## config.mk

```make
export PLATFORM = sky130hd
export DESIGN_NAME = axil_shadow_merge_flat
export DESIGN_NICKNAME = d
export VERILOG_FILES = /design/src/rtl/axil_shadow_merge_if.sv /design/src/rtl/axil_shadow_merge.sv /design/src/flat_wrapper.sv
export SDC_FILE = /design/constraint.sdc
export NUM_CORES = 1
export LEC_CHECK = 0
export BUFFER_PORTS_ARGS = -buffer_cell sky130_fd_sc_hd__buf_2
export CAP_MARGIN = 40
export CORE_MARGIN = 2
export CORE_UTILIZATION = 57
export DETAILED_ROUTE_END_ITERATION = 8
export GPL_ROUTABILITY_DRIVEN = 0
export PLACE_DENSITY = 0.78
export SYNTH_ARGS = -nofsm -noshare
export SYNTH_HDL_FRONTEND = slang
export SYNTH_SLANG_ARGS = --single-unit
```

## constraint.sdc

```tcl
create_clock -name i_clk -period 4.5 [get_ports i_clk]
set_input_delay 0.225 -clock i_clk [delete_from_list [all_inputs] [get_ports i_clk]]
set_output_delay 0.225 -clock i_clk [all_outputs]
set_load 0.005 [all_outputs]
```

## src/rtl/axil_shadow_merge_if.sv

```systemverilog
// AXI-Lite bus bundle used on both the slave and master sides of axil_shadow_merge.
// The master modport drives a request; the slave modport answers it.
interface axil_shadow_merge_if #(
    parameter int ADDR_W = 32,
    parameter int DATA_W = 32
);
    localparam int STRB_W = DATA_W / 8;

    logic              AWVALID;
    logic              AWREADY;
    logic [ADDR_W-1:0] AWADDR;
    logic              WVALID;
    logic              WREADY;
    logic [DATA_W-1:0] WDATA;
    logic [STRB_W-1:0] WSTRB;
    logic              BVALID;
    logic              BREADY;
    logic [1:0]        BRESP;
    logic              ARVALID;
    logic              ARREADY;
    logic [ADDR_W-1:0] ARADDR;
    logic              RVALID;
    logic              RREADY;
    logic [DATA_W-1:0] RDATA;
    logic [1:0]        RRESP;

    modport master (
        output AWVALID, AWADDR, WVALID, WDATA, WSTRB, BREADY, ARVALID, ARADDR, RREADY,
        input  AWREADY, WREADY, BVALID, BRESP, ARREADY, RVALID, RDATA, RRESP
    );

    modport slave (
        input  AWVALID, AWADDR, WVALID, WDATA, WSTRB, BREADY, ARVALID, ARADDR, RREADY,
        output AWREADY, WREADY, BVALID, BRESP, ARREADY, RVALID, RDATA, RRESP
    );
endinterface

```

## src/rtl/axil_shadow_merge.sv

```systemverilog
// AXI-Lite bridge that merges partial-strobe writes into a shadow register file and
// forwards full-word writes downstream when a commit lane is touched.
// Optional macro SHADOW_READ_EN: serve in-range reads from the shadow copy.
module axil_shadow_merge #(
    parameter int                  N_REGS       = 8,
    parameter int                  DATA_W       = 32,
    parameter int                  ADDR_W       = 32,
    parameter logic [DATA_W/8-1:0] COMMIT_LANES = 'b1
) (
    input logic                i_clk,
    input logic                i_reset,
    axil_shadow_merge_if.slave  s_axil,
    axil_shadow_merge_if.master m_axi
);
    localparam int STRB_W = DATA_W / 8;
    localparam int LSB_W  = $clog2(STRB_W);
    localparam int IDX_W  = $clog2(N_REGS);
    localparam int WORD_W = ADDR_W - LSB_W;

    typedef enum logic [1:0] {W_IDLE, W_FWD, W_WAIT_B, W_RESP} wstate_t;

    wstate_t           r_wstate;
    wstate_t           w_wstate_next;

    logic [DATA_W-1:0] r_shadow [N_REGS];
    logic              r_aw_held;
    logic              r_w_held;
    logic [WORD_W-1:0] r_aw_word;
    logic [DATA_W-1:0] r_wdata;
    logic [STRB_W-1:0] r_wstrb;
    logic [IDX_W-1:0]  r_idx;
    logic [DATA_W-1:0] r_pending;
    logic              r_m_awvalid;
    logic              r_m_wvalid;
    logic              r_bvalid;
    logic [1:0]        r_bresp;

    logic              w_awready;
    logic              w_wready;
    logic              w_aw_fire;
    logic              w_w_fire;
    logic              w_decide;
    logic [WORD_W-1:0] w_word;
    logic [IDX_W-1:0]  w_idx;
    logic [DATA_W-1:0] w_wdata;
    logic [STRB_W-1:0] w_wstrb;
    logic [DATA_W-1:0] w_mask;
    logic [DATA_W-1:0] w_merged;
    logic              w_in_range;
    logic              w_commit;
    logic              w_unused;

    assign w_awready = (r_wstate == W_IDLE) && !r_aw_held;
    assign w_wready  = (r_wstate == W_IDLE) && !r_w_held;
    assign w_aw_fire = s_axil.AWVALID && w_awready;
    assign w_w_fire  = s_axil.WVALID && w_wready;

    // A beat arriving this cycle counts as held, so the decision lands on the accepting edge.
    assign w_word   = r_aw_held ? r_aw_word : s_axil.AWADDR[ADDR_W-1:LSB_W];
    assign w_wdata  = r_w_held ? r_wdata : s_axil.WDATA;
    assign w_wstrb  = r_w_held ? r_wstrb : s_axil.WSTRB;
    assign w_idx    = w_word[IDX_W-1:0];
    assign w_decide = (r_wstate == W_IDLE) && (r_aw_held || w_aw_fire) && (r_w_held || w_w_fire);

    always_comb begin
        w_mask = '0;
        for (int b = 0; b < STRB_W; b++) begin
            w_mask[b*8 +: 8] = {8{w_wstrb[b]}};
        end
    end

    assign w_merged   = (r_shadow[w_idx] & ~w_mask) | (w_wdata & w_mask);
    assign w_in_range = (w_word < WORD_W'(N_REGS));
    assign w_commit   = |(w_wstrb & COMMIT_LANES);

    assign s_axil.AWREADY = w_awready;
    assign s_axil.WREADY  = w_wready;
    assign s_axil.BVALID  = r_bvalid;
    assign s_axil.BRESP   = r_bresp;

    assign m_axi.AWVALID = r_m_awvalid;
    assign m_axi.AWADDR  = ADDR_W'({r_idx, {LSB_W{1'b0}}});
    assign m_axi.WVALID  = r_m_wvalid;
    assign m_axi.WDATA   = r_pending;
    assign m_axi.WSTRB   = '1;
    assign m_axi.BREADY  = (r_wstate == W_WAIT_B);

    assign w_unused = &{1'b0, s_axil.AWADDR[LSB_W-1:0]};

    always_ff @(posedge i_clk) begin
        if (i_reset) begin
            r_wstate <= W_IDLE;
        end else begin
            r_wstate <= w_wstate_next;
        end
    end

    always_comb begin
        w_wstate_next = r_wstate;
        case (r_wstate)
            W_IDLE: begin
                if (w_decide) begin
                    w_wstate_next = (w_in_range && w_commit) ? W_FWD : W_RESP;
                end
            end
            W_FWD: begin
                if ((!r_m_awvalid || m_axi.AWREADY) && (!r_m_wvalid || m_axi.WREADY)) begin
                    w_wstate_next = W_WAIT_B;
                end
            end
            W_WAIT_B: begin
                if (m_axi.BVALID) begin
                    w_wstate_next = W_RESP;
                end
            end
            W_RESP: begin
                if (s_axil.BREADY) begin
                    w_wstate_next = W_IDLE;
                end
            end
            default: w_wstate_next = W_IDLE;
        endcase
    end

    // Shadow is only touched on a local merge or after an OKAY from downstream.
    always_ff @(posedge i_clk) begin
        if (i_reset) begin
            r_aw_held   <= 1'b0;
            r_w_held    <= 1'b0;
            r_aw_word   <= '0;
            r_wdata     <= '0;
            r_wstrb     <= '0;
            r_idx       <= '0;
            r_pending   <= '0;
            r_m_awvalid <= 1'b0;
            r_m_wvalid  <= 1'b0;
            r_bvalid    <= 1'b0;
            r_bresp     <= 2'b00;
            for (int i = 0; i < N_REGS; i++) begin
                r_shadow[i] <= '0;
            end
        end else begin
            if (w_aw_fire) begin
                r_aw_held <= 1'b1;
                r_aw_word <= s_axil.AWADDR[ADDR_W-1:LSB_W];
            end
            if (w_w_fire) begin
                r_w_held <= 1'b1;
                r_wdata  <= s_axil.WDATA;
                r_wstrb  <= s_axil.WSTRB;
            end
            case (r_wstate)
                W_IDLE: begin
                    if (w_decide) begin
                        r_idx     <= w_idx;
                        r_pending <= w_merged;
                        if (!w_in_range) begin
                            r_bresp  <= 2'b11;
                            r_bvalid <= 1'b1;
                        end else if (!w_commit) begin
                            r_shadow[w_idx] <= w_merged;
                            r_bresp         <= 2'b00;
                            r_bvalid        <= 1'b1;
                        end else begin
                            r_m_awvalid <= 1'b1;
                            r_m_wvalid  <= 1'b1;
                        end
                    end
                end
                W_FWD: begin
                    if (m_axi.AWREADY) begin
                        r_m_awvalid <= 1'b0;
                    end
                    if (m_axi.WREADY) begin
                        r_m_wvalid <= 1'b0;
                    end
                end
                W_WAIT_B: begin
                    if (m_axi.BVALID) begin
                        r_bresp  <= m_axi.BRESP;
                        r_bvalid <= 1'b1;
                        if (m_axi.BRESP == 2'b00) begin
                            r_shadow[r_idx] <= r_pending;
                        end
                    end
                end
                W_RESP: begin
                    if (s_axil.BREADY) begin
                        r_bvalid  <= 1'b0;
                        r_aw_held <= 1'b0;
                        r_w_held  <= 1'b0;
                    end
                end
                default: begin
                end
            endcase
        end
    end

`ifdef SHADOW_READ_EN
    typedef enum logic [1:0] {R_IDLE, R_LOCAL, R_FWD_AR, R_FWD_R} rstate_t;

    rstate_t           r_rstate;
    rstate_t           w_rstate_next;
    logic [DATA_W-1:0] r_rdata;
    logic [ADDR_W-1:0] r_araddr;
    logic              r_m_arvalid;
    logic [WORD_W-1:0] w_ar_word;
    logic              w_ar_in_range;

    assign w_ar_word     = s_axil.ARADDR[ADDR_W-1:LSB_W];
    assign w_ar_in_range = (w_ar_word < WORD_W'(N_REGS));

    assign s_axil.ARREADY = (r_rstate == R_IDLE);
    assign m_axi.ARVALID  = r_m_arvalid;
    assign m_axi.ARADDR   = r_araddr;
    assign s_axil.RVALID  = (r_rstate == R_LOCAL) || ((r_rstate == R_FWD_R) && m_axi.RVALID);
    assign s_axil.RDATA   = (r_rstate == R_LOCAL) ? r_rdata : m_axi.RDATA;
    assign s_axil.RRESP   = (r_rstate == R_LOCAL) ? 2'b00 : m_axi.RRESP;
    assign m_axi.RREADY   = (r_rstate == R_FWD_R) && s_axil.RREADY;

    always_comb begin
        w_rstate_next = r_rstate;
        case (r_rstate)
            R_IDLE: begin
                if (s_axil.ARVALID) begin
                    w_rstate_next = w_ar_in_range ? R_LOCAL : R_FWD_AR;
                end
            end
            R_LOCAL: begin
                if (s_axil.RREADY) begin
                    w_rstate_next = R_IDLE;
                end
            end
            R_FWD_AR: begin
                if (m_axi.ARREADY) begin
                    w_rstate_next = R_FWD_R;
                end
            end
            R_FWD_R: begin
                if (m_axi.RVALID && s_axil.RREADY) begin
                    w_rstate_next = R_IDLE;
                end
            end
            default: w_rstate_next = R_IDLE;
        endcase
    end

    // Out-of-range reads are replayed downstream; the reply is passed straight back.
    always_ff @(posedge i_clk) begin
        if (i_reset) begin
            r_rstate    <= R_IDLE;
            r_rdata     <= '0;
            r_araddr    <= '0;
            r_m_arvalid <= 1'b0;
        end else begin
            r_rstate <= w_rstate_next;
            if ((r_rstate == R_IDLE) && s_axil.ARVALID) begin
                if (w_ar_in_range) begin
                    r_rdata <= r_shadow[w_ar_word[IDX_W-1:0]];
                end else begin
                    r_araddr    <= s_axil.ARADDR;
                    r_m_arvalid <= 1'b1;
                end
            end
            if ((r_rstate == R_FWD_AR) && m_axi.ARREADY) begin
                r_m_arvalid <= 1'b0;
            end
        end
    end
`else
    assign m_axi.ARVALID  = s_axil.ARVALID;
    assign m_axi.ARADDR   = s_axil.ARADDR;
    assign s_axil.ARREADY = m_axi.ARREADY;
    assign s_axil.RVALID  = m_axi.RVALID;
    assign s_axil.RDATA   = m_axi.RDATA;
    assign s_axil.RRESP   = m_axi.RRESP;
    assign m_axi.RREADY   = s_axil.RREADY;
`endif
endmodule
```

## src/flat_wrapper.sv

```systemverilog
// flat-port wrapper written by rule: the top's interface ports become plain ports
module axil_shadow_merge_flat 
#(
    parameter int                  N_REGS       = 8,
    parameter int                  DATA_W       = 32,
    parameter int                  ADDR_W       = 32,
    parameter logic [DATA_W/8-1:0] COMMIT_LANES = 'b1
)
  (i_clk, i_reset, s_axil_AWVALID, s_axil_AWADDR, s_axil_WVALID, s_axil_WDATA, s_axil_WSTRB, s_axil_BREADY, s_axil_ARVALID, s_axil_ARADDR, s_axil_RREADY, s_axil_AWREADY, s_axil_WREADY, s_axil_BVALID, s_axil_BRESP, s_axil_ARREADY, s_axil_RVALID, s_axil_RDATA, s_axil_RRESP, m_axi_AWVALID, m_axi_AWADDR, m_axi_WVALID, m_axi_WDATA, m_axi_WSTRB, m_axi_BREADY, m_axi_ARVALID, m_axi_ARADDR, m_axi_RREADY, m_axi_AWREADY, m_axi_WREADY, m_axi_BVALID, m_axi_BRESP, m_axi_ARREADY, m_axi_RVALID, m_axi_RDATA, m_axi_RRESP);
  axil_shadow_merge_if #(.ADDR_W(ADDR_W), .DATA_W(DATA_W)) s_axil_i ();
  axil_shadow_merge_if #(.ADDR_W(ADDR_W), .DATA_W(DATA_W)) m_axi_i ();
  input logic i_clk;
  input logic i_reset;
  input wire logic [$bits(s_axil_i.AWVALID)-1:0] s_axil_AWVALID;
  input wire logic [$bits(s_axil_i.AWADDR)-1:0] s_axil_AWADDR;
  input wire logic [$bits(s_axil_i.WVALID)-1:0] s_axil_WVALID;
  input wire logic [$bits(s_axil_i.WDATA)-1:0] s_axil_WDATA;
  input wire logic [$bits(s_axil_i.WSTRB)-1:0] s_axil_WSTRB;
  input wire logic [$bits(s_axil_i.BREADY)-1:0] s_axil_BREADY;
  input wire logic [$bits(s_axil_i.ARVALID)-1:0] s_axil_ARVALID;
  input wire logic [$bits(s_axil_i.ARADDR)-1:0] s_axil_ARADDR;
  input wire logic [$bits(s_axil_i.RREADY)-1:0] s_axil_RREADY;
  output wire logic [$bits(s_axil_i.AWREADY)-1:0] s_axil_AWREADY;
  output wire logic [$bits(s_axil_i.WREADY)-1:0] s_axil_WREADY;
  output wire logic [$bits(s_axil_i.BVALID)-1:0] s_axil_BVALID;
  output wire logic [$bits(s_axil_i.BRESP)-1:0] s_axil_BRESP;
  output wire logic [$bits(s_axil_i.ARREADY)-1:0] s_axil_ARREADY;
  output wire logic [$bits(s_axil_i.RVALID)-1:0] s_axil_RVALID;
  output wire logic [$bits(s_axil_i.RDATA)-1:0] s_axil_RDATA;
  output wire logic [$bits(s_axil_i.RRESP)-1:0] s_axil_RRESP;
  output wire logic [$bits(m_axi_i.AWVALID)-1:0] m_axi_AWVALID;
  output wire logic [$bits(m_axi_i.AWADDR)-1:0] m_axi_AWADDR;
  output wire logic [$bits(m_axi_i.WVALID)-1:0] m_axi_WVALID;
  output wire logic [$bits(m_axi_i.WDATA)-1:0] m_axi_WDATA;
  output wire logic [$bits(m_axi_i.WSTRB)-1:0] m_axi_WSTRB;
  output wire logic [$bits(m_axi_i.BREADY)-1:0] m_axi_BREADY;
  output wire logic [$bits(m_axi_i.ARVALID)-1:0] m_axi_ARVALID;
  output wire logic [$bits(m_axi_i.ARADDR)-1:0] m_axi_ARADDR;
  output wire logic [$bits(m_axi_i.RREADY)-1:0] m_axi_RREADY;
  input wire logic [$bits(m_axi_i.AWREADY)-1:0] m_axi_AWREADY;
  input wire logic [$bits(m_axi_i.WREADY)-1:0] m_axi_WREADY;
  input wire logic [$bits(m_axi_i.BVALID)-1:0] m_axi_BVALID;
  input wire logic [$bits(m_axi_i.BRESP)-1:0] m_axi_BRESP;
  input wire logic [$bits(m_axi_i.ARREADY)-1:0] m_axi_ARREADY;
  input wire logic [$bits(m_axi_i.RVALID)-1:0] m_axi_RVALID;
  input wire logic [$bits(m_axi_i.RDATA)-1:0] m_axi_RDATA;
  input wire logic [$bits(m_axi_i.RRESP)-1:0] m_axi_RRESP;
  assign s_axil_i.AWVALID = s_axil_AWVALID;
  assign s_axil_i.AWADDR = s_axil_AWADDR;
  assign s_axil_i.WVALID = s_axil_WVALID;
  assign s_axil_i.WDATA = s_axil_WDATA;
  assign s_axil_i.WSTRB = s_axil_WSTRB;
  assign s_axil_i.BREADY = s_axil_BREADY;
  assign s_axil_i.ARVALID = s_axil_ARVALID;
  assign s_axil_i.ARADDR = s_axil_ARADDR;
  assign s_axil_i.RREADY = s_axil_RREADY;
  assign s_axil_AWREADY = s_axil_i.AWREADY;
  assign s_axil_WREADY = s_axil_i.WREADY;
  assign s_axil_BVALID = s_axil_i.BVALID;
  assign s_axil_BRESP = s_axil_i.BRESP;
  assign s_axil_ARREADY = s_axil_i.ARREADY;
  assign s_axil_RVALID = s_axil_i.RVALID;
  assign s_axil_RDATA = s_axil_i.RDATA;
  assign s_axil_RRESP = s_axil_i.RRESP;
  assign m_axi_AWVALID = m_axi_i.AWVALID;
  assign m_axi_AWADDR = m_axi_i.AWADDR;
  assign m_axi_WVALID = m_axi_i.WVALID;
  assign m_axi_WDATA = m_axi_i.WDATA;
  assign m_axi_WSTRB = m_axi_i.WSTRB;
  assign m_axi_BREADY = m_axi_i.BREADY;
  assign m_axi_ARVALID = m_axi_i.ARVALID;
  assign m_axi_ARADDR = m_axi_i.ARADDR;
  assign m_axi_RREADY = m_axi_i.RREADY;
  assign m_axi_i.AWREADY = m_axi_AWREADY;
  assign m_axi_i.WREADY = m_axi_WREADY;
  assign m_axi_i.BVALID = m_axi_BVALID;
  assign m_axi_i.BRESP = m_axi_BRESP;
  assign m_axi_i.ARREADY = m_axi_ARREADY;
  assign m_axi_i.RVALID = m_axi_RVALID;
  assign m_axi_i.RDATA = m_axi_RDATA;
  assign m_axi_i.RRESP = m_axi_RRESP;
  axil_shadow_merge #(.N_REGS(N_REGS), .DATA_W(DATA_W), .ADDR_W(ADDR_W), .COMMIT_LANES(COMMIT_LANES)) u_core (.i_clk(i_clk), .i_reset(i_reset), .s_axil(s_axil_i), .m_axi(m_axi_i));
endmodule
```

==> results of run 1 <==
## sequential cells by signal (all words and copies together) (netlist names), 2 cells and up
register and flops:
u_core.r_wstate 2, u_core.r_shadow 256, u_core.r_wdata 32, u_core.m_axi.WDATA 32
u_core.r_aw_word 30, u_core.r_wstrb 4, u_core.r_idx 3, u_core.s_axil.BRESP 2
## worst min-delay path: cells and delay by family
| family | cells | cell delay [ns] |
|---|---|---|
| AND/OR/NAND/NOR | 1 | 0.07 |
| AO/OA/AOI/OAI | 1 | 0.07 |
| buffers and inverters | 1 | 0.13 |
## how the worst min path moves through the flow
stage          slack [ns]                 start              endpoint
2_1_floorplan        0.36     s_axil_AWADDR[23]  u_core.r_aw_word[21]
3_3_place_gp         0.44  u_core.r_aw_word[21]  u_core.r_aw_word[21]
3_5_place_dp         0.45  u_core.r_aw_word[27]  u_core.r_aw_word[27]
4_1_cts             0.002         s_axil_BREADY       u_core.r_w_held
5_1_grt              0.03      s_axil_AWADDR[2]   u_core.r_aw_word[0]
6_report             0.02      s_axil_AWADDR[2]   u_core.r_aw_word[0]
## area by class of cell
| cell class | count | area (um^2) |
|---|---|---|
| clock buffers | 48 | 988 |
| clock inverters | 18 | 198 |
| fillers | 2186 | 10500 |
| inverters | 5 | 18.8 |
| multi-input cells | 1141 | 6800 |
| flip-flops and latches | 366 | 9890 |
| well taps | 396 | 495 |
| repair buffers | 231 | 1760 |
## metal layers
| layer | track usage | vias to the layer above |
|---|---|---|
| li1 | - | 6554 |
| met1 | 0.383 | 6850 |
| met2 | 0.495 | 981 |
| met3 | 0.0730 | 190 |
| met4 | 0.134 | 0 |
| met5 | 0 | - |
## synth_stat cells (8+ instances only)
library cell / count
dfxtp_1: 110
a32oi_1: 64
nand2_1: 303
a211oi_1: 37
mux2i_1: 72
a21oi_1: 167
buf_2: 40
o21bai_1: 8
buf_4: 105
nor2_1: 49
o31ai_1: 34
buf_1: 10
clkbuf_1: 87
nor3_1: 10
nor2b_1: 40
nor4_1: 263
edfxtp_1: 256
## placed cells by master (no fill, tap or decap), types with 2 or more instances in the layout
master,n
a31oi_4,4
buf_2,118
nand3_1,3
nor3_1,10
a211oi_1,37
nor2b_1,40
clkbuf_1,10
o21ai_0,2
nand2b_1,7
o21a_1,2
nor4b_2,2
edfxtp_1,256
nor4_1,263
mux2i_1,71
mux2_2,6
o21ai_2,3
clkinv_1,6
a21oi_1,167
nand2_1,303
conb_1,33
dlygate4sd3_1,65
inv_1,5
nor2_1,48
nand3b_1,2
buf_12,7
nand4_1,2
clkinv_2,6
o31ai_1,34
dfxtp_1,109
a31oi_1,2
o21bai_4,8
buf_16,3
bufinv_16,4
clkbuf_16,38
buf_4,37
and2_1,3
ha_1,5
a32oi_1,64
## power groups by stage
stage	sequential [mW]	clock, mW	combinational, mW
2_1_floorplan	4.13	0	1.96
3_3_place_gp	4.17	0	2.73
3_5_place_dp	4.17	0	2.88
4_1_cts	4.10	3.05	2.95
5_1_grt	4.15	3.17	3.26
6_report	4.11	3.05	3.05
## logic make-up after synthesis
kind of cell | after synthesis | synth area share
AO/OA/AOI/OAI | 335 | 0.123
adder cells (fa/ha/maj) | 5 | 0.00352
buffers and inverters | 249 | 0.0780
flip-flops | 366 | 0.556
multiplexers | 79 | 0.0450
other | 2 | 0.000422
AND/OR/NAND/NOR | 689 | 0.194
==> summary.md, run 1 <==
| Metric | Value |
|---|---|
| Dpl ws | `0.921 ns` |
| Initial Util | `0.580` |
| Total power | `10.2 mW` |
| Setup crit start | `u_core.r_wstate[0]` |
| Core box area | `0.0307 mm^2` |
| Clock power frac | `0.298` |
| Required time worst endpoint | `4.73 ns` |
| Chip width | `181 um` |
| Min cycle time layout | `3.77 ns` |
| Net Sw Frac | `0.355` |
| Clk root buf | `clkbuf_16` |
| Routed Antenna Nets | `0` |
| Critical Path Sink Type | `register` |
| Gate power share | `0.299` |
| Critical Path End | `u_core.r_shadow[5][29]` |
| Crit-path max cell delay | `0.75 ns` |
| Setup TNS | `0 ns` |
| # IOs | `294` |
| Worst R2R Start | `u_core.r_wstate[0]` |
| Pwr dens | `507 mW/mm^2` |
| Hold path depth | `3` |
| Min-Delay Path Class | `in -> reg` |
| Final setup violation count | `0` |
| CTS tree | `yes` |
| Hold_ws | `0.0159 ns` |
| Final worst-path setup slack | `0.729 ns` |
| Reg clk slew, reported paths | `0.06 ns` |
| VDD IR max | `0.436 mV` |
| GRT Total Usage | `0.302` |
| Routed length on met1 | `18.6 mm` |
| Count of pins over their slew limit | `0` |
| DP Area | `0.0183 mm^2` |
| Critical Path AT | `4.00 ns` |
| # nets final | `1934` |
| Final Skew | `0.0288 ns` |
| Met3 WL | `5.99 mm` |
| Clk sinks | `366` |
| Largest net degree at the start of global routing | `126` |
| CP max stage cell | `and2_2` |
| Vert. Die Dim | `181 um` |
| Seq/Total Area, Yosys | `0.556` |
| FF+latch count, synth | `366` |
| Lkg Pwr | `6.99 nW` |
| DRT Wirelength | `50.2 mm` |
| R2R cell count | `8` |
| Global-route wire length before repair | `78.3 mm` |
| Int Power | `6.59 mW` |
| Seq pwr share | `0.403` |
| Yosys top cell by area | `edfxtp_1` |
| Initial antenna violation count | `0` |
| Tightest Pin Transition | `0.945 ns` |
| Wire length per cell | `22.7 um` |
| CP Class | `reg -> reg` |
| DRC violations left | `0` |
| Ys Warns | `0` |
| Final Cell Area | `0.0201 mm^2` |
| Max Fclk | `265 MHz` |
| Top sig layer | `met4` |
| H-tree levels | `2` |
| Met2 wire len | `23.8 mm` |
| FFs w/ async S/R, synth | `0` |
| Area of the mapped netlist | `0.0178 mm^2` |
| Via count | `14600` |
| Slew HR | `0.366` |
| Crit. path cell count | `8` |
| CTS resizes | `0` |
| Max-Cap Viols | `0` |
| Yosys cell types | `49` |
| CP Buf/Inv Count | `2` |
| Vias per cell | `6.61` |
| Avg Inst Size Synth | `10.3 um^2` |
| Hold Violations, Final | `0` |
| Worst r2r dst | `u_core.r_shadow[5][29]` |
| Crit share post-route | `0.838` |
| Port buffer count | `118` |
| Largest delay share family, worst path | `simple AND/OR/NAND/NOR gates` |
| Worst Path Max Fanout | `46` |
| Critical-path cell list | `inv_1 > ha_1 > nor4b_2 > and2_2 > nor3_1 > a31oi_4 > buf_4 > nor4_1` |
| Number of flops mapped to enable cells by yosys | `256` |
| Nature of the critical path startpoint | `register` |
| Core Util, Final | `0.657` |
| Share of cells above drive strength 1 | `0.138` |
| Vias in the first global route | `14500` |
| Final cell count without fillers | `2205` |
| R2r setup slk | `0.73 ns` |
| Antenna Cells | `0` |
| Top cells by area, synth | `edfxtp_1 43%, dfxtp_1 12%, nor4_1 9.3%` |
| Postcts setup bufs | `0` |
| Detailed Route Iter0 Violations | `1488` |
| Hpwl dp | `28.5 mm` |
| Area Overhead vs Synth | `13.3%` |
| Die ar. | `0.0326 mm^2` |
| CTS Buffer Depth | `3` |
| Top FF cell, synth | `edfxtp_1` |
| Initial DRT Pass Iterations | `6` |
| CTS buffer count | `36` |
| Total gr overflow | `0` |
| Share of the synthesized area in the top cell type | `0.432` |
| Placed cells | `2074` |
| Status | `finished clean` |
| Unrepaired setup endpoints after global routing | `false` |
| Worst-skew pair later-pin latency | `0.53 ns` |
| Hold_buf cts | `65` |
| Gate Count Post-Synth | `1725` |
| Row cnt | `64` |
| Psw | `3.63 mW` |
Power figures use the tool's default switching activity.
==> run 2, diff against run 1 <==
--- a/config.mk
+++ b/config.mk
@@ -5,13 +5,14 @@
 export SDC_FILE = /design/constraint.sdc
 export NUM_CORES = 1
 export LEC_CHECK = 0
+export ABC_AREA = 1
 export BUFFER_PORTS_ARGS = -buffer_cell sky130_fd_sc_hd__buf_2
 export CAP_MARGIN = 40
 export CORE_MARGIN = 2
 export CORE_UTILIZATION = 57
 export DETAILED_ROUTE_END_ITERATION = 8
 export GPL_ROUTABILITY_DRIVEN = 0
-export PLACE_DENSITY = 0.78
+export PLACE_DENSITY = 0.77
 export SYNTH_ARGS = -nofsm -noshare
 export SYNTH_HDL_FRONTEND = slang
 export SYNTH_SLANG_ARGS = --single-unit
==> constraint.sdc (replaced) <==
create_clock -name i_clk -period 3.85 [get_ports i_clk]
set_input_delay 0.1925 -clock i_clk [delete_from_list [all_inputs] [get_ports i_clk]]
set_output_delay 0.1925 -clock i_clk [all_outputs]
set_load 0.005 [all_outputs]
==> run 2 against run 1 <==
Global-route usage is 1.1 points higher. Synthesized cell count is 27% higher. Routed wire length increased by 4.8%. Critical path depth is 3 higher. Via count is 5.7% higher. Utilization down 1.2 points. Total power increased by 19%. Sequential power increased by 17%. Critical path type unchanged.
==> summary.md, run 2 <==
| Metric | Value |
|---|---|
| Final Skew | `0.0146 ns` |
| Core Util, Final | `0.645` |
| Fill cells | `2387` |
| Largest net degree at the start of global routing | `84` |
| Wire length per cell | `19.5 um` |
| Chip width | `183 um` |
| FF+latch count, synth | `366` |
| Routed Antenna Nets | `0` |
| Vias per cell | `5.71` |
| Required time worst endpoint | `4.06 ns` |
| Hold_buf cts | `68` |
| FFs w/ async S/R, synth | `0` |
| Seq/Total Area, Yosys | `0.544` |
| Postcts setup bufs | `0` |
| Area of the mapped netlist | `0.0182 mm^2` |
| Gate Count Post-Synth | `2196` |
| Count of pins over their slew limit | `0` |
| DRC violations left | `0` |
| Clock power frac | `0.290` |
| Max Fclk | `319 MHz` |
| Critical Path Sink Type | `register` |
| Clk sinks | `366` |
| Commonest non-fill, non-tap cell in the layout | `nand2_1` |
| Reg clk slew, reported paths | `0.06 ns` |
| Slew HR | `0.442` |
| Hold Violations, Final | `0` |
| Share of cells above drive strength 1 | `0.104` |
| Status | `finished clean` |
| Min cycle time layout | `3.14 ns` |
| Seq pwr share | `0.397` |
| Row cnt | `65` |
| GRT Total Usage | `0.314` |
| Yosys cell types | `29` |
| H-tree levels | `2` |
| Share of the synthesized area in the top cell type | `0.423` |
| Min-Delay Path Class | `in -> reg` |
| Core box area | `0.0315 mm^2` |
| Port buffer count | `118` |
| VDD IR max | `0.566 mV` |
| Total power | `12.1 mW` |
| Avg Inst Size Synth | `8.28 um^2` |
| Number of flops mapped to enable cells by yosys | `256` |
| Antenna Cells | `0` |
| Top FF cell, synth | `edfxtp_1` |
| Unrepaired setup endpoints after global routing | `false` |
| Initial antenna violation count | `0` |
| Area Overhead vs Synth | `11.6%` |
| Commonest non-fill, non-tap cells in the layout | `589 x nand2_1, 314 x nor2_1, 256 x edfxtp_1` |
| CP Class | `reg -> reg` |
| Final worst-path setup slack | `0.713 ns` |
| Int Power | `7.72 mW` |
| Initial Util | `0.578` |
| CTS buffer count | `37` |
| Nature of the critical path startpoint | `register` |
| Biggest register | `u_core.r_shadow` |
| Max-Cap Viols | `0` |
| Yosys top cell by area | `edfxtp_1` |
| Synth cell count leaders | `591 x nand2_1, 314 x nor2_1, 256 x edfxtp_1, 204 x inv_1, 204 x nand3_1` |
| Critical Path AT | `3.35 ns` |
| Max reg flops | `256` |
| Hold_ws | `0.0106 ns` |
| Die ar. | `0.0333 mm^2` |
| Initial DRT Pass Iterations | `7` |
| CTS resizes | `0` |
| Lkg Pwr | `8.62 nW` |
| Vias in the first global route | `14600` |
| Hpwl dp | `30.5 mm` |
| Dpl ws | `0.855 ns` |
| CTS tree | `yes` |
| DRT Wirelength | `52.6 mm` |
| Worst-skew pair later-pin latency | `0.53 ns` |
| # nets final | `2422` |
| Tightest Pin Transition | `0.837 ns` |
| Worst Path Max Fanout | `26` |
| Count leader, synth | `nand2_1` |
| Top cells by area, synth | `edfxtp_1 42%, nand2_1 12%, dfxtp_1 12%` |
| Final setup violation count | `0` |
| Vert. Die Dim | `183 um` |
| # IOs | `294` |
| Gate power share | `0.313` |
| Total gr overflow | `0` |
| Crit share post-route | `0.815` |
| Net Sw Frac | `0.363` |
| Detailed Route Iter0 Violations | `1592` |
| Clk root buf | `clkbuf_16` |
| Psw | `4.39 mW` |
| Pwr dens | `597 mW/mm^2` |
| CTS Buffer Depth | `3` |
| Setup TNS | `0 ns` |
| Ys Warns | `0` |
| Global-route wire length before repair | `80.0 mm` |
| Via count | `15400` |
## run 2: cell count changes after synthesis, sizes merged, moves of 34 or more
cell,previous run,this run
a211oi,37,3
nor2,49,316
nand2,303,592
mux2i,72,0
nor2b,40,0
o31ai,34,0
inv,5,207
o21ai,5,120
nand3,3,212
a21oi,167,103
a32oi,64,0
nor4,264,0
## run 2: cells by family after synthesis
family,Yosys count,share of synthesized area
other,2,0.000413
DFF,366,0.544
AOI/OAI and AO/OA,256,0.0760
and+or+nand+nor,1132,0.253
buffers and inverters,435,0.123
adders and majority gates,5,0.00344
## run 2: final timing paths
check / cells past startpoint / slack [ns] / endpoint / startpoint
max: 11 / 0.71 / u_core.r_shadow[3][7] / u_core.r_wstate[0]
min: 3 / 0.01 / u_core.r_aw_word[2] / s_axil_AWADDR[4]
max reg2reg: 11 / 0.71 / u_core.r_shadow[3][7] / u_core.r_wstate[0]
min reg2reg: 2 / 0.45 / u_core.r_wdata[8] / u_core.r_wdata[8]
## run 2: layout make-up
| type | count | area (um^2) | share of cell area |
|---|---|---|---|
| Inverter | 208 | 781 | 0.0385 |
| Clock buffer | 51 | 1060 | 0.0523 |
| Multi-Input combinational cell | 1426 | 6210 | 0.306 |
| Tap cell | 402 | 503 | 0.0248 |
| Clock inverter | 16 | 113 | 0.00555 |
| Sequential cell | 366 | 9890 | 0.487 |
| Timing Repair Buffer | 230 | 1740 | 0.0857 |
## run 2: worst max-delay path, cell delays in order (launching register included)
cell	delay, ns
dfxtp_1	0.33
inv_1	0.13
ha_1	0.30
inv_1	0.11
nor2_1	0.14
nand3_2	0.35
o21ai_0	0.44
inv_1	0.10
nor2_1	0.19
nand3_2	0.10
nand2_1	0.33
buf_12	0.27
## run 2: metal layers
layer | vias up | GRT usage | routed length [um]
li1 | 7098 | - | -
met1 | 7092 | 0.378 | 18500
met2 | 1002 | 0.527 | 24900
met3 | 211 | 0.0663 | 6260
met4 | 0 | 0.172 | 2930
met5 | - | 0 | 0
## run 2: through the flow
step	cell area (um^2)	instances
global placement	18400	2564
global route	20300	2699
detailed placement	18400	2564
floorplan	18300	2227
CTS	20300	2699
finish	20300	2699
## run 2: power groups by stage
stage                     Sequential (mW)  Clock (mW)  Combinational (mW)
after floorplan                      4.85           0                2.54
after global placement               4.86           0                3.50
after detailed placement             4.88           0                3.58
after CTS                            4.80        3.52                3.67
after global routing                 4.85        3.67                4.19
final                                4.81        3.51                3.79
==> run 3, diff against run 2 <==
==> constraint.sdc (replaced) <==
create_clock -name i_clk -period 3.06 [get_ports i_clk]
set_input_delay 0.153 -clock i_clk [delete_from_list [all_inputs] [get_ports i_clk]]
set_output_delay 0.153 -clock i_clk [all_outputs]
set_load 0.005 [all_outputs]
==> run 3 against run 2 <==
Clock-buffer cell count unchanged. Die area did not move. Combinational power up 28%. Routed wire length rose by 0.55%. Critical path depth increased by 1. Non-clock buffer count grew 15. Via count hardly changed. Register-to-register slack lost 0.58 ns. Critical endpoint is now u_core.r_shadow[1][4].
==> summary.md, run 3 (synthesis gave the netlist of run 2 again) <==
| Metric | Value |
|---|---|
| Status | `finished clean` |
| Final Skew | `0.0179 ns` |
| Total gr overflow | `0` |
| # nets final | `2437` |
| Global Route met3 Usage | `0.0802` |
| H-tree levels | `2` |
| Wire length per cell | `19.5 um` |
| Int Power | `10.0 mW` |
| Met1 GRT Util | `0.369` |
| Initial Util | `0.578` |
| Core Util, Final | `0.650` |
| Clk sinks | `366` |
| Vias in the first global route | `14900` |
| Hold path depth | `3` |
| Largest net degree at the start of global routing | `71` |
| Max reg flops | `256` |
| Area Overhead vs Synth | `12.6%` |
| Top Usage Layer GRT | `met2` |
| Min cycle time layout | `2.93 ns` |
| Min-Delay Path Class | `in -> reg` |
| Final worst-path setup slack | `0.135 ns` |
| Via count | `15400` |
| Vert. Die Dim | `183 um` |
| Critical-path cell list | `inv_1 > ha_1 > inv_1 > nor2_1 > nand3_2 > buf_4 > nand2_1 > o21ai_2 > inv_1 > nand3_2 > nand2_2 > buf_4` |
| Setup TNS | `0 ns` |
| Core box area | `0.0315 mm^2` |
| VDD IR max | `0.530 mV` |
| Fill cells | `2407` |
| Port buffer count | `118` |
| DRC violations left | `0` |
| CTS tree | `yes` |
| Commonest non-fill, non-tap cell in the layout | `nand2_1` |
| Worst-skew pair later-pin latency | `0.53 ns` |
| Die ar. | `0.0333 mm^2` |
| Biggest register | `u_core.r_shadow` |
| Max Fclk | `342 MHz` |
| Vias per cell | `5.68` |
| Net Sw Frac | `0.356` |
| Clock power frac | `0.300` |
| Count of pins over their slew limit | `0` |
| Slew HR | `0.425` |
| Hpwl dp | `32.4 mm` |
| Max-Cap Viols | `0` |
| Met2 usage | `0.536` |
| Initial antenna violation count | `0` |
| Psw | `5.54 mW` |
| Hold_ws | `0.0161 ns` |
| Crit share post-route | `0.956` |
| Reg clk slew, reported paths | `0.06 ns` |
| Routed Antenna Nets | `0` |
| Seq pwr share | `0.389` |
| Dpl ws | `0.238 ns` |
| Postcts setup bufs | `0` |
| DRT Wirelength | `52.8 mm` |
| R2R cell count | `12` |
| Unrepaired setup endpoints after global routing | `false` |
| Tightest Pin Transition | `0.857 ns` |
| Initial DRT Pass Iterations | `5` |
| WHS Endpoint | `u_core.r_aw_word[1]` |
| GRT Total Usage | `0.315` |
| Crit-path max cell delay | `0.38 ns` |
| Row cnt | `65` |
| Nature of the critical path startpoint | `register` |
| Antenna Cells | `0` |
| R2r setup slk | `0.13 ns` |
| Hold_sp | `s_axil_AWADDR[3]` |
| Gate power share | `0.311` |
| Critical Path AT | `3.09 ns` |
| # IOs | `294` |
| Commonest non-fill, non-tap cells in the layout | `581 x nand2_1, 314 x nor2_1, 256 x edfxtp_1` |
| CTS Buffer Depth | `3` |
| Critical Path Sink Type | `register` |
| Hold Violations, Final | `0` |
| Pwr dens | `761 mW/mm^2` |
| Worst r2r dst | `u_core.r_shadow[1][4]` |
| CP Class | `reg -> reg` |
| CTS buffer count | `37` |
| CP most frequent cell | `inv_1` |
| Clk root buf | `clkbuf_16` |
| Share of cells above drive strength 1 | `0.112` |
| CP max stage cell | `buf_4` |
| Final setup violation count | `0` |
| Detailed Route Iter0 Violations | `1426` |
| Global-route wire length before repair | `80.6 mm` |
| Chip width | `183 um` |
| Required time worst endpoint | `3.23 ns` |
| Lkg Pwr | `8.71 nW` |
| Worst Path Max Fanout | `22` |
| Worst R2R Start | `u_core.r_wstate[0]` |
[run 3: cell count changes in the layout (fill, tap and decap cells not counted), sizes merged]
cell / before / now
buf: 162 / 176
bufinv: 1 / 5
clkinvlp: 4 / 1
dlygate4sd3: 68 / 69
inv: 207 / 206
[run 3: what timing repair did]
action | 4_1_cts | 5_1_grt
endpoints found under the hold margin | 65 | 0
hold buffers | 69 | 0
resized for setup | 0 | 2
endpoints found under the setup margin | 0 | 46
[run 3: stage by stage]
stage	area (um^2)	total power, mW	instances
after floorplan	18300	9.31	2227
after global placement	18500	10.6	2578
after detailed placement	18500	10.7	2578
after CTS	20500	15.4	2714
after global routing	20500	16.3	2714
final	20500	15.6	2714
[run 3: metal layers]
metal | up-vias | wire, um
met2 | 986 | 25300
met5 | - | 0
li1 | 7124 | -
met4 | 0 | 2630
met3 | 191 | 6580
met1 | 7111 | 18300
[run 3: how the worst max path moves through the flow]
| stage | startpoint | slack, ns | cells after the start | endpoint |
|---|---|---|---|---|
| 3_5_place_dp | u_core.r_wstate[0] | 0.24 | 13 | u_core.r_shadow[1][5] |
| 6_report | u_core.r_wstate[0] | 0.13 | 12 | u_core.r_shadow[1][4] |
| 4_1_cts | u_core.r_wstate[0] | 0.20 | 13 | u_core.r_shadow[1][4] |
| 3_3_place_gp | u_core.r_wstate[0] | 0.38 | 11 | u_core.r_shadow[7][31] |
| 5_1_grt | u_core.r_wstate[0] | 0.002 | 12 | u_core.r_shadow[1][4] |
| 2_1_floorplan | u_core.r_wstate[0] | 0.28 | 14 | u_core.r_shadow[0][0] |
[run 3: final cells by class]
class,count,area [um^2],area share
tap,402,503,0.0246
clock buffer,51,1030,0.0506
clock inverter,16,206,0.0101
multi-input combinational,1426,6230,0.304
timing repair buffer,245,1820,0.0890
inverter,208,781,0.0382
sequential,366,9890,0.483
[run 3: worst max-delay path: cells and delay by family (launching register included)]
family	cells	cell delay [ns]
buffers and inverters	5	1.10
AOI/OAI and AO/OA	1	0.11
DFF	1	0.34
adders and majority gates	1	0.29
and+or+nand+nor	5	0.71
[run 3: power by group through the flow]
stage	Combinational, mW	Sequential [mW]	Clock [mW]
final	4.84	6.06	4.67
after global routing	5.35	6.10	4.87
after CTS	4.72	6.05	4.68
after detailed placement	4.59	6.15	0
after global placement	4.46	6.13	0
after floorplan	3.20	6.10	0
